<file path="src/rtl/ymux_rr_pipe.sv">
// CH-input, SIZE-bit valid/ready multiplexer with fixed or round-robin select and one registered output stage.
// Define YMUX_CNT_EN to add the xfer_cnt transfer counter and per-channel starve flags.
module ymux_rr_pipe #(
    parameter int SIZE = 32,
    parameter int CH   = 4,
    parameter int SELW = (CH > 1) ? $clog2(CH) : 1
) (
    input  logic                 clk,
    input  logic                 rst_n,
    input  logic                 mode,
    input  logic [SELW-1:0]      sel,
    input  logic [CH*SIZE-1:0]   in_data,
    input  logic [CH-1:0]        in_valid,
    output logic [CH-1:0]        in_ready,
    output logic [SIZE-1:0]      out_data,
    output logic [SELW-1:0]      out_ch,
    output logic                 out_valid,
    input  logic                 out_ready
`ifdef YMUX_CNT_EN
    ,
    output logic [15:0]          xfer_cnt,
    output logic [CH-1:0]        starve
`endif
);

    typedef enum logic {
        EMPTY = 1'b0,
        FULL  = 1'b1
    } state_t;

    state_t          state;
    logic [SELW-1:0] ptr;
    logic [SELW-1:0] gnt;
    logic [SELW-1:0] next_ptr;
    logic            grant_exists;
    logic            load_ok;
    logic            xfer;
    logic [SIZE-1:0] gnt_data;
    int              idx;

    assign out_valid = (state == FULL);

    // Reset is folded in so nothing can be accepted while the block is held in reset.
    assign load_ok = rst_n & (~out_valid | out_ready);

    // Fixed mode ignores other channels' valids; round-robin scans backwards so the
    // channel closest to ptr is the last (and therefore winning) assignment.
    always_comb begin
        gnt          = '0;
        grant_exists = 1'b0;
        idx          = 0;
        if (!mode) begin
            if (32'(sel) < CH) begin
                gnt          = sel;
                grant_exists = in_valid[sel];
            end
        end else begin
            for (int i = CH - 1; i >= 0; i--) begin
                idx = 32'(ptr) + i;
                if (idx >= CH) begin
                    idx = idx - CH;
                end
                if (in_valid[idx]) begin
                    gnt          = SELW'(idx);
                    grant_exists = 1'b1;
                end
            end
        end
    end

    always_comb begin
        in_ready = '0;
        if (load_ok && grant_exists) begin
            in_ready[gnt] = 1'b1;
        end
    end

    always_comb begin
        gnt_data = '0;
        for (int k = 0; k < CH; k++) begin
            if (gnt == SELW'(k)) begin
                gnt_data = in_data[k*SIZE +: SIZE];
            end
        end
    end

    assign xfer     = |(in_valid & in_ready);
    assign next_ptr = (gnt == SELW'(CH - 1)) ? '0 : gnt + 1'b1;

    always_ff @(posedge clk or negedge rst_n) begin
        if (!rst_n) begin
            state    <= EMPTY;
            out_data <= '0;
            out_ch   <= '0;
            ptr      <= '0;
        end else begin
            case (state)
                EMPTY: begin
                    if (xfer) begin
                        out_data <= gnt_data;
                        out_ch   <= gnt;
                        state    <= FULL;
                    end
                end
                FULL: begin
                    if (xfer) begin
                        out_data <= gnt_data;
                        out_ch   <= gnt;
                    end else if (out_ready) begin
                        state <= EMPTY;
                    end
                end
                default: state <= EMPTY;
            endcase
            if (xfer && mode) begin
                ptr <= next_ptr;
            end
        end
    end

`ifdef YMUX_CNT_EN
    logic [4:0] wait_cnt [CH];

    always_ff @(posedge clk or negedge rst_n) begin
        if (!rst_n) begin
            xfer_cnt <= '0;
        end else if (xfer) begin
            xfer_cnt <= xfer_cnt + 16'd1;
        end
    end

    // wait_cnt saturates at 16; the flag is sticky until the channel finally transfers.
    always_ff @(posedge clk or negedge rst_n) begin
        if (!rst_n) begin
            starve <= '0;
            for (int k = 0; k < CH; k++) begin
                wait_cnt[k] <= '0;
            end
        end else begin
            for (int k = 0; k < CH; k++) begin
                if (in_valid[k] && in_ready[k]) begin
                    wait_cnt[k] <= '0;
                    starve[k]   <= 1'b0;
                end else if (in_valid[k]) begin
                    if (wait_cnt[k] != 5'd16) begin
                        wait_cnt[k] <= wait_cnt[k] + 5'd1;
                    end
                    if (wait_cnt[k] == 5'd15) begin
                        starve[k] <= 1'b1;
                    end
                end else begin
                    wait_cnt[k] <= '0;
                end
            end
        end
    end
`endif

endmodule
</file>
<file path="config.mk">
export PLATFORM = sky130hd
export DESIGN_NAME = ymux_rr_pipe
export DESIGN_NICKNAME = d
export VERILOG_FILES = /design/src/rtl/ymux_rr_pipe.sv
export SDC_FILE = /design/constraint.sdc
export NUM_CORES = 1
export LEC_CHECK = 0
export BUFFER_PORTS_ARGS = -buffer_cell sky130_fd_sc_hd__buf_2
export CELL_PAD_IN_SITES_DETAIL_PLACEMENT = 0
export CELL_PAD_IN_SITES_GLOBAL_PLACEMENT = 2
export CORE_ASPECT_RATIO = 2
export CORE_UTILIZATION = 26
export CTS_BUF_LIST = sky130_fd_sc_hd__clkbuf_8
export DETAILED_ROUTE_END_ITERATION = 7
export PLACE_DENSITY_LB_ADDON = 0.12
export RECOVER_POWER = 25
export SYNTH_ARGS = -nofsm -noshare
export SYNTH_HDL_FRONTEND = slang
export SYNTH_SLANG_ARGS = --single-unit
</file>
<file path="constraint.sdc">
create_clock -name clk -period 6.1 [get_ports clk]
set_input_delay 0.305 -clock clk [delete_from_list [all_inputs] [get_ports clk]]
set_output_delay 0.305 -clock clk [all_outputs]
set_load 0.01 [all_outputs]
</file>
==> results of run 1 <==
==> registers in the layout, summed over array words and instances, names as in the netlist <==
register,flops
out_data,32
out_ch,2
ptr,2
out_valid,1
==> per-stage QoR <==
| step | hold slack (ns) | instances | instance area (µm²) | worst slack [ns] |
|---|---|---|---|---|
| after floorplan | 0.00941 | 269 | 2740 | 3.45 |
| after global placement | 0.407 | 559 | 3670 | 2.11 |
| final | 0.341 | 567 | 3790 | 1.98 |
| after CTS | 0.0819 | 567 | 3790 | 1.97 |
| after global routing | 0.349 | 567 | 3790 | 1.76 |
| after detailed placement | 0.408 | 559 | 3670 | 1.99 |
==> worst paths after layout <==
check / endpoint / cells after the start
max: out_data[28] / 9
min in group asynchronous: out_data[10] / 2
max reg2reg: out_data[28] / 9
min: out_data[13] / 4
min reg2reg: out_data[29] / 1
max in group asynchronous: out_data[0] / 2
==> layout by cell type (no fill, tap or decap) <==
master and n:
and3_2 5, o21a_1 1, bufinv_16 1, ha_2 2, o211a_4 1, a31oi_1 2, nand2_1 36, o21ai_0 1
a32o_1 1, clkbuf_8 6, a22oi_2 1, o31ai_1 32, clkbuf_1 1, buf_2 176, o221ai_1 1, dfrtp_1 37
and2_1 1, a21oi_1 4, nand3_1 1, ha_1 2, nor2b_1 31, mux2_4 30, nand4_1 1, nor4_1 1
nor2b_2 1, a221oi_1 31, mux2_2 5, nor2_1 2, a22o_1 1, mux2i_1 3, buf_4 3, a22oi_1 2
nand2b_1 4, inv_1 5
==> layout make-up <==
class	count	area [µm²]	share of cell area (%)
sequential	37	926	24.5
clock buffer	6	82.6	2.18
multi-input combinational	203	1650	43.7
clock inverter	2	33.8	0.892
tap	135	169	4.46
inverter	4	15.0	0.397
timing repair buffer	180	907	24.0
==> kinds of logic after synthesis <==
| kind of cell | count (synthesis) | share of synthesized area (%) |
|---|---|---|
| muxes | 38 | 19.6 |
| adders and majority gates | 4 | 1.83 |
| and+or+nand+nor | 83 | 15.6 |
| DFF | 37 | 33.8 |
| buffers and inverters | 29 | 6.08 |
| AOI/OAI and AO/OA | 78 | 23.0 |
==> worst reg2reg max path: cells and delay by family (launching register included) <==
kind,cells,cell delay (ns)
flip-flops,1,0.44
adder cells (fa/ha/maj),1,0.69
buffers and inverters,1,0.37
AO/OA/AOI/OAI,3,0.82
multiplexers,2,0.58
AND/OR/NAND/NOR,2,1.08
==> per-layer routing <==
| layer | part of all wire (%) | vias up |
|---|---|---|
| li1 | - | 1342 |
| met1 | 35 | 1301 |
| met2 | 58 | 109 |
| met3 | 4.6 | 14 |
| met4 | 2.0 | 0 |
| met5 | 0 | - |
==> report_power, final <==
group          total [W]  switching [W]  internal [W]
Sequential      0.000427      0.0000675      0.000359
Clock           0.000222      0.0000900      0.000132
Combinational   0.000714       0.000340      0.000373
==> results by stage, run 1 <==
Status:
- The run finished, with violations left.
- The final reports fail on capacitance limit, slew limit.

Clocking:
- TritonCTS created 5 clock buffers.
- The maximum level of the CTS H-tree is 2.
- Clock-pin slew was measured on the worst setup and hold paths at 0.08 ns.
- Post-CTS timing repair inserted 0 buffers for setup.
- The number of instances resized during post-cts repair is 0.
- TritonCTS built the clock tree.
- Counting every sink on the clock net gives 37.
- The hold-fix buffer count after cts is 0.
- Clock latency on the worst-skew pair, taken at its later pin, is 0.30 ns.
- The deepest clock path buffer count is 2.
- The root buffer cell chosen for the clock tree is clkbuf_8.

Floorplan:
- The overall die height is 147 µm.
- 177 I/O pins were placed.
- After floorplanning, the core was divided into 52 placement rows.
- The die area is 0.0110 mm².
- The effective utilization at floorplan is 27.0%.
- The die width is 74.5 µm.
- The core region is 0.0101 mm².

Yosys:
- The total nets after synthesis is 411.
- The mapped netlist covers 0.00274 mm².
- Dividing the synthesized area by the synthesized cell count gives 10.2 µm².
- The most common cell in the netlist is dfrtp_1.
- Counting flops and latches in the post-synthesis netlist gives 37.
- Among all flip-flop cells after synthesis, the most frequent one is dfrtp_1.
- Ranked by total cell area, the synthesized netlist is headed by dfrtp_1, mux2_4, a221oi_1.
- The cell count after synthesis came out at 269.
- dfrtp_1 takes more of the synthesized area than any other cell.
- Summing the sequential cell areas from Yosys gives 33.8% of the chip area.
- Counting flops with an async set or reset pin after synthesis yields a share of 100%.
- The netlist uses 32 different library cells.
- The number of synthesized flops with an enable pin is 0.
- The proportion of netlist area held by the largest area contributor is 33.8%.
- The Yosys step of the flow raised 0 warnings.
- The commonest cells after synthesis are dfrtp_1, nand2_1, nor2b_1, o31ai_1, a221oi_1.

Drt:
- The first-pass iteration count of the detailed router is 4.
- For this block, the initial DRC count from the detailed router was 117.
- The routed wire length is 9.60 mm.
- The average detailed-routed wire length per instance is 16.9 µm.
- The residual antenna-violating net count after detailed routing is 0.
- The total number of vias is 2766.
- The vias per cell is 4.88.
- For this run, design rule violations remaining after detail routing come to 0.

Setup path:
- The startpoint of the worst-slack reg-to-reg timing path is ptr[1].
- The largest single stage delay on the critical path is 0.95 ns.
- The launch point of the worst path is ptr[1].
- The data required time of the critical path is 6.28 ns.
- The maximum fanout along the worst path is 34.
- The kind of cell with the highest combined delay along the critical path is simple AND/OR/NAND/NOR gates.
- Data on the critical path arrives at its endpoint at 4.29 ns.
- The worst path buffer plus inverter count is 1.
- The startpoint-to-endpoint class of the critical path is reg -> reg.
- Walking the worst path, the cells encountered are mux2i_1 -> a32o_1 -> o31ai_1 -> ha_1 -> buf_4 -> a22oi_1 -> nand2_1 -> and3_2 -> mux2_2.
- The kind of end point of the critical path is a register.
- In this run the register-to-register setup slack is 1.98 ns.
- The highest-delay cell along the critical path is and3_2.
- STA classifies the critical path startpoint as a register.

Timing:
- The accumulated negative setup slack is 0 ns.
- The worst path uses 67.5% of the clock period.
- In this run the tightest slew margin relative to its limit is -44.7%.
- The clock tree skew after final layout is 0.00961 ns.
- At the pin with the least slew margin, the transition time is 2.17 ns.
- Setup repair after global routing left no endpoint under its margin.
- The clock period minus final worst setup slack is 4.12 ns.
- The number of hold-slack violations in the final timing report is 0.
- The number of failing setup endpoints in the final timing report is 0.
- The max-slew violation count was 39.
- The timing-limited maximum frequency is 243 MHz.

Finish:
- The layout-stage area growth over the synthesis result is 38.4%.
- The number of nets in the finished design is 573.
- The filler cells instantiated in the layout total 1103.
- The repair_antennas step left the layout with diodes totalling 0.
- At the end of the flow the core is filled with cells to 37.3%.
- The post-route netlist has 53.5% of its cells at a drive strength greater than 1.

GRT:
- The global routing stage identified its most utilized layer as met2.
- The initial antenna violation count came to 0.
- The met2 routing resource usage after global routing is 34.9%.
- The pin count of the biggest net entering global routing is 67.
- The overflow left after global routing is 0.
- The first global-routing pass estimated 14.0 mm of wire.
- For this run, global-route usage on met1 was measured as 16.8%.
- The number of global-route vias before repair is 2690.
- The fraction of met3 tracks used by global routing is 2.40%.
- Global routing used 17.3% of the available tracks across all layers.

Pwr:
- For this design the static power due to leakage is 1.86 nW.
- The power consumption is 0.00136 W.
- For this design the ratio of total power to cell area is 360 mW/mm².
- The maximum ir drop on the vdd rail is 140 µV.

Placement:
- The detailed placement HPWL is 7.26 mm.
- The placer's final routability congestion estimate is 0.720.
- Input and output buffers added on the ports amount to 176.

Min path:
- The path class of the tightest hold or removal check is in -> reg.
- The startpoint identified for the worst hold timing path is in_data[109].

Run:
- The max-capacitance violation count is 1.
Note: power is estimated with default switching activity, not from simulation.
==> run 2, diff against run 1 <==
- ABC_AREA: not set -> 1
- CORE_UTILIZATION: 26 -> 21
- clock period: 6.1 -> 4 ns (I/O delays scaled with it)
==> run 2 against run 1 <==
The run ends with DRC left. Sequential cell count stayed put. Routed wire length is 31% higher. Cell count is 38% higher. Synthesized cell count is 71% higher. Sequential power is 50% higher. Global-route usage is 0.64 points higher. Count of clock-buffer cells in the layout is 1 lower. Non-clock buffer count is 7 higher. Sequential share of layout area is 1.3 points lower. Worst setup slack worse by 1.3 ns. Cell area is 5.6% higher. Critical path type is now reg -> out. Critical endpoint is now in_ready[3]. Highest routed layer unchanged.
==> results by stage, run 2 <==
Floorplan:
- For this configuration, the core starts out at a cell density of 21.5%.
- Row generation in the floorplan step produced 60 rows.
- The core region is 0.0134 mm².
- The die area is 0.0142 mm².
- The floorplan step set the die height to 168 µm.
- The number of top-level pins is 177.
- The die width is 84.9 µm.

Run:
- Across the run, the number of max-cap violations was 0.

Drt:
- The detailed router put a total of 4.38 mm of wire on met1.
- The detailed route wirelength on metal2 is 7.33 mm.
- After detailed routing, the total wire length is 12.6 mm.
- Detailed routing placed a total of 504 µm of wire on met3.
- In this run the remaining antenna-violating nets after routing total 0.
- Routed signal wires occupy layers up through met4.
- The first TritonRoute pass finished after 6 iterations.
- The detailed router finished its first iteration with 101 violations.
- After detailed routing, the number of remaining DRC violations is 7.
- Dividing the detail-routed wire length by the instance count gives 16.2 µm.
- The vias per cell is 4.58.
- The total number of vias is 3574.

Setup path:
- For the worst flop-to-flop path, the logic depth is 14.
- In this run the worst setup path terminates at in_ready[3].
- For flop-to-flop paths, the worst setup slack is 0.75 ns.
- STA classifies the critical path startpoint as a register.
- The worst register-to-register path begins at ptr[0].
- The startpoint-to-endpoint class of the critical path is reg -> out.
- The reg-to-reg critical path endpoint is out_data[8].
- The launch point of the worst path is ptr[0].
- The data arrival time of the critical path is 3.12 ns.
- Along the worst path, the maximum fanout reaches 65.
- STA puts the critical path data required time at 3.80 ns.
- The kind of end point of the critical path is a primary output.

Finish:
- The post-layout instance area is 0.00400 mm².
- In the final layout, the registers with the most flip-flops are out_data (32), out_ch (2), ptr (2).
- Once layout is complete, the utilization of the core stands at 29.8%.
- Fill cells in the final layout number 1564.
- The number of nets in the finished design is 764.
- In the layout the commonest cells are nand2_1, buf_2, o21ai_0, nand3_1, dfrtp_1.
- Leaving out fill and tap cells, the most frequent cell in the layout is nand2_1.
- The area occupied by registers is 926 µm².
- The layout-stage area growth over the synthesis result is 38.6%.
- The multi-input combinational cells in the finished layout cover a total of 0.00171 mm².
- The share of layout cells above drive strength 1 is 35.0%.
- More flip-flops sit in one register than any other, and that register is out_data.
- The flip-flop count of the largest register after layout is 32.

Pwr:
- The part of the power in the clock network is 13.3%.
- The maximum ir drop on the vdd rail is 167 µV.
- Of the total power, the share spent switching nets is 50.4%.
- Summing internal, switching and leakage power gives 0.00261 W.
- For this design the total switching power over the nets is 0.00131 W.
- Summed over all cells, the static leakage comes to 2.21 nW.
- In this run, flip-flops and latches consume 24.5% of the power.
- The power per cell area is 653 mW/mm².
- The internal power of the cells totals 0.00129 W.
- The share of total power dissipated in combinational logic is 62.2%.

Placement:
- At the end of routability-driven placement, the weighted congestion stood at 0.780.
- The HPWL after detailed placement is 9.64 mm.
- The number of I/O port buffers is 176.
- Once placement finished, the instance area stood at 0.00387 mm².

Yosys:
- The number of different library cells in the post-synthesis netlist is 23.
- In this run, synthesis produced a sequential element count of 37.
- The per-instance average area after synthesis is 6.26 µm².
- In the post-synthesis netlist, the cell with the most instances is nand2_1.
- The cell type with the largest total area after synthesis is dfrtp_1.
- The commonest cells after synthesis are nand2_1, o21ai_0, nand3_1, dfrtp_1, a21oi_1.
- Synthesis produced 461 cells.
- In the synthesized netlist the async set-or-reset flop fraction comes to 100%.
- The proportion of netlist area held by the largest area contributor is 32.1%.
- The count of synthesis-stage warnings from yosys is 0.
- Ranked by total cell area, the synthesized netlist is headed by dfrtp_1, nand2_1, o21ai_0.
- The synthesized netlist devotes 0% of its cell area to XOR and XNOR gates.
- Summing the areas of all fa, ha and maj instances in the mapped netlist gives 1.73% of the synthesized area.
- Summing the areas of all compound-gate instances in the mapped netlist gives 19.5% of the synthesized area.
- Multiplexer cells account for 0% of the synthesized area.
- In this run the cell area of the synthesized design comes to 0.00289 mm².
- The main combinational cell family by area after synthesis is simple AND/OR/NAND/NOR gates.
- Of the synthesized area, sequential elements account for 32.1%.
- For this run, the leading register cell type out of synthesis is dfrtp_1.
- After Yosys synthesis, and, or, nand and nor cells account for 37.9% of the synthesized area.
- In this run, synthesis inferred 0 flip-flops with an integrated enable.
- The number of nets handed over by synthesis was 603.

Timing:
- The max-slew violation count is 0.
- After layout, the worst path uses 83.0% of the clock period.
- The number of hold-slack violations in the final timing report came to 0.
- Setup violations remaining at the end of the flow were counted as 0.
- The clock period minus final worst setup slack is 3.32 ns.
- The timing-limited maximum frequency is 301 MHz.
- For the final routed database, the setup TNS stands at 0 ns.
- Clock skew on the completed layout was measured at 0.00535 ns.
- The slew at the pin with the worst max-slew slack is 0.615 ns.
- Setup repair after global routing left no endpoint under its margin.
- The remaining max-slew budget at the tightest pin is 59.0%.

GRT:
- The first global-routing pass estimated 19.4 mm of wire.
- The pin count of the biggest net entering global routing is 66.
- The total overflow left after global routing is 0.
- The initial antenna violation count is 2.
- The number of global-route vias before repair is 3636.
- The global routing usage summed across all routing layers is 18.0%.

Clocking:
- The sink count of the clock tree is 37.
- The clock insertion delay at the later pin of the skew report is 0.30 ns.
- The register clock-pin slew on the reported worst setup and hold paths is 0.09 ns.
- The CTS tree is yes.
- No sink is reached through more buffers than the 2 on the longest clock path.
- The clock buffer count from CTS is 5.
- The H-tree was split into 2 levels.
- The number of instances resized during post-cts repair is 0.
- The tree is rooted in a clkbuf_8.

Status:
- The flow ran to the end, but the final reports show violations.
- The final reports fail on DRC.

Min path:
- The classification of the worst-slack hold path is in -> reg.
[run 2: changes by cell type after synthesis, sizes merged, moves of 32 or more]
| cell | previous run | this run |
|---|---|---|
| nand2 | 36 | 203 |
| nand3 | 1 | 39 |
| o31ai | 32 | 0 |
| nor2b | 32 | 0 |
| mux2 | 35 | 0 |
| o21ai | 1 | 74 |
[run 2: cell families (layout without fill, tap and decap cells)]
group	count (synthesis)	after routing
AOI/OAI and AO/OA	111	111
adders and majority gates	4	4
buffers and inverters	52	214
DFF	37	37
other	0	2
and+or+nand+nor	257	257
[run 2: power groups by stage]
stage	combinational [W]	sequential, W	clock, W
6_report	0.00162	0.000641	0.000347
5_1_grt	0.00187	0.000665	0.000378
4_1_cts	0.00165	0.000645	0.000360
3_5_place_dp	0.00165	0.000650	0
3_3_place_gp	0.00165	0.000648	0
2_1_floorplan	0.00105	0.000690	0
[run 2: worst min path at each step]
stage / startpoint / end / slack (ns) / cells after the start
after floorplan: rst_n / out_ch[0] / -0.1 / 0
after global placement: rst_n / out_valid / 0.31 / 2
after detailed placement: rst_n / out_valid / 0.31 / 2
after CTS: out_ready / out_valid / 0.08 / 2
after global routing: out_ready / out_valid / 0.08 / 2
final: out_ready / out_valid / 0.09 / 2
[run 2: metal layers]
layer  vias up  GRT usage [%]
li1       1822              -
met1      1593           18.2
met2       133           35.3
met3        26           2.46
met4         0           8.25
met5         -              0
[run 2: layout make-up]
class | instances | share of cell area (%)
well taps | 155 | 4.85
clock inverters | 3 | 1.16
repair buffers | 187 | 24.5
clock buffers | 5 | 1.72
diodes | 2 | 0.125
flip-flops and latches | 37 | 23.2
inverters | 19 | 1.78
multi-input cells | 372 | 42.7
[run 2: timing repair]
action	CTS	global route
hold endpoints to repair	37	0
hold buffers	1	0
endpoints found under the setup margin	0	0
buffers inserted	0	0
[run 2: worst max-delay path, cell delays in order (launching register included)]
cell	delay (ns)
dfrtp_1	0.53
inv_1	0.20
o21ai_0	0.35
nand2_1	0.17
nand2_1	0.10
o21ai_0	0.08
nand3_1	0.10
nand2_1	0.12
inv_1	0.12
ha_2	0.19
buf_4	0.49
inv_1	0.08
nor2_1	0.13
buf_2	0.14
[run 2: stage by stage]
| stage | instances | hold WS [ns] | setup slack [ns] |
|---|---|---|---|
| final | 780 | 0.0927 | 0.681 |
| after global routing | 780 | 0.0834 | 0.322 |
| after CTS | 778 | 0.0804 | 0.634 |
| after detailed placement | 769 | 0.313 | 0.716 |
| after global placement | 769 | 0.314 | 0.764 |
| after floorplan | 461 | -0.0956 | 1.47 |
==> run 3, diff against run 2 <==
- clock period: 4 -> 3.32 ns (I/O delays scaled with it)
==> run 3 against run 2 <==
The flow finishes with violations (DRC, capacitance limit, slew limit). Via count is 0.64% higher. First-iteration DRC count is 12% higher. Routed wire length is 1.2% higher. Non-clock buffer count is 6 higher. Register-to-register slack worse by 0.28 ns. Core utilization is 0.25 points higher. Sequential cell count stayed put. Worst setup slack worse by 0.21 ns. Count of clock-buffer cells in the layout is 1 higher. Clock power hardly changed. Cell count is 0.38% higher. Sequential share of layout area is 0.19 points lower.
==> results by stage, run 3 (synthesis results as in run 2) <==
GRT:
- The initial antenna violation count is 1.
- The number of global-route vias before repair was 3575.
- Across every metal layer, demand over resource in global routing totals 17.7%.
- The overflow left after global routing is 0.
- The first global-routing pass estimated 19.0 mm of wire.
- The pin count of the biggest net entering global routing is 38.

Floorplan:
- The die is 84.9 µm wide.
- The die area is 0.0142 mm².
- The die is 168 µm tall.
- Pin placement for this block handled 177 I/O pins.
- Once the floorplan was initialized, standard cells occupied 21.5% of the core.
- After floorplanning, the core was divided into 60 placement rows.
- The placeable core area is 0.0134 mm².

Clocking:
- The root buffer cell chosen for the clock tree is clkbuf_8.
- Clock latency on the worst-skew pair, taken at its later pin, is 0.30 ns.
- The deepest clock path buffer count is 2.
- TritonCTS built the clock tree.
- The H-tree was split into 2 levels.
- The register clock-pin slew on the reported worst setup and hold paths is 0.08 ns.
- Buffers inserted during clock tree synthesis total 5.
- The sink count of the clock tree is 37.

Setup path:
- The data required time of the critical path is 3.56 ns.
- The maximum fanout along the worst path is 15.
- The worst setup path is of the reg -> reg kind.
- STA classifies the critical path endpoint as a register.
- STA classifies the critical path startpoint as a register.
- The critical path starts at ptr[0].
- Data on the critical path arrives at its endpoint at 3.09 ns.
- The startpoint identified for the worst register-to-register timing path is ptr[0].

Placement:
- Routability-driven placement finished with a final weighted congestion of 0.787.
- The detailed placement HPWL is 10.0 mm.
- Port buffering added 176 buffers.

Finish:
- The top cell types in the final layout, fill and taps aside, are nand2_1, buf_2, o21ai_0, nand3_1, dfrtp_1.
- The largest registers in the layout are out_data (32), out_ch (2), ptr (2).
- For this run, the post-layout net count is 770.
- The library cell used most frequently in the layout, excluding fill and tap cells, is nand2_1.
- Cells fill 30.0% of the core in the end.
- The flip-flop count of the largest register after layout is 32.
- The register with the highest flop count is out_data.
- After filler insertion, the fill cell instance count of the layout stands at 1571.
- In the final layout, the share of cells above drive strength 1 is 35.7%.
- The number of antenna diodes in the final layout is 0.
- Compared with the post-synthesis result, the final layout area differs by 39.8%.

Timing:
- The number of failing setup endpoints in the final timing report is 0.
- At the pin with the least slew margin, the transition time is 2.22 ns.
- Clock skew on the completed layout was measured at 0.00382 ns.
- The worst path uses 85.8% of the clock period.
- The timing-limited maximum frequency is 351 MHz.
- The remaining max-slew budget at the tightest pin is -47.7%.
- The number of hold-slack violations in the final timing report is 0.
- Subtracting the final worst setup slack from the clock period gives 2.85 ns.
- Setup repair after global routing left no endpoint under its margin.
- The max-slew violation count was 38.
- Adding up every negative setup slack in the final design gives 0 ns.

Status:
- The final reports fail on DRC, capacitance limit, slew limit.
- The flow ran to the end, but the final reports show violations.

Drt:
- The residual antenna-violating net count after detailed routing is 0.
- The post-route DRC violation count is 7.
- The vias per cell is 4.59.
- The average detailed-routed wire length per instance is 16.3 µm.
- The DRC marker count from the first detailed-route iteration is 113.
- The final layout contains routed wiring with a total length of 12.8 mm.
- The total number of vias is 3597.
- The first-pass iteration count of the detailed router is 7.

Pwr:
- The maximum ir drop on the vdd rail is 257 µV.
- For this design the ratio of total power to cell area is 785 mW/mm².
- The leakage power total is 2.22 nW.

Min path:
- The worst hold path begins at out_ready.
- The classification of the worst-slack hold path is in -> reg.

Run:
- Across the run, the number of max-cap violations was 1.
-- run 3: layout make-up --
| cell class | count | area [µm²] | share of cell area, % |
|---|---|---|---|
| multi-input cells | 372 | 1720 | 42.6 |
| clock buffers | 6 | 82.6 | 2.05 |
| clock inverters | 1 | 7.51 | 0.186 |
| inverters | 19 | 71.3 | 1.77 |
| repair buffers | 193 | 1030 | 25.7 |
| well taps | 155 | 194 | 4.81 |
| flip-flops and latches | 37 | 926 | 23.0 |
-- run 3: power by group --
group          total (W)  leakage [nW]  internal (W)  switching [W]
logic            0.00206          1.71      0.000751        0.00131
clock network   0.000345        0.0433      0.000165       0.000181
registers       0.000758         0.474      0.000639       0.000119
total            0.00316          2.22       0.00155        0.00161
-- run 3: worst paths after layout --
check	endpoint	slack, ns	cells past startpoint
setup / recovery	out_data[12]	0.47	20
hold / removal	out_valid	0.07	2
setup reg to reg	out_data[12]	0.47	20
hold reg to reg	out_data[15]	0.48	2
max in group asynchronous	out_data[13]	0.86	3
min in group asynchronous	ptr[0]	1.18	3
-- run 3: metal layers --
metal	track usage, %	routed length, µm	up-vias
li1	-	-	1832
met1	18.0	4580	1635
met2	35.7	7380	112
met3	2.66	566	16
met4	5.38	225	2
met5	0	10	-
-- run 3: repair_timing --
action,in CTS,in global routing
setup buffers,0,0
hold buffers,1,0
endpoints found under the hold margin,37,0
setup endpoints to repair,0,35
gates resized for setup,0,8
-- run 3: stage by stage --
stage	area [µm²]	hold WS, ns	std cells	total power, W	setup slack, ns
4_1_cts	4030	0.0581	783	0.00322	0.210
3_3_place_gp	3930	0.284	775	0.00285	0.252
6_report	4030	0.0687	783	0.00316	0.470
3_5_place_dp	3930	0.303	775	0.00285	0.279
5_1_grt	4030	0.107	783	0.00350	0.0648
2_1_floorplan	2890	-0.130	461	0.00209	0.795
-- run 3: critical path, stage by stage, from the launching register on --
cell and delay, ns:
dfrtp_1 0.39, buf_4 0.17, nand2_1 0.07, nand2_1 0.08, nand2_2 0.09, nand2_2 0.09, nor2_4 0.13, nor2_1 0.05
nand3_1 0.07, nand3_1 0.06, nand2_1 0.15, inv_1 0.08, ha_1 0.33, inv_2 0.19, buf_6 0.21, nand3_1 0.09
nand2_1 0.07, o21ai_0 0.07, o21ai_0 0.24, nand2_1 0.09, nand2_1 0.06
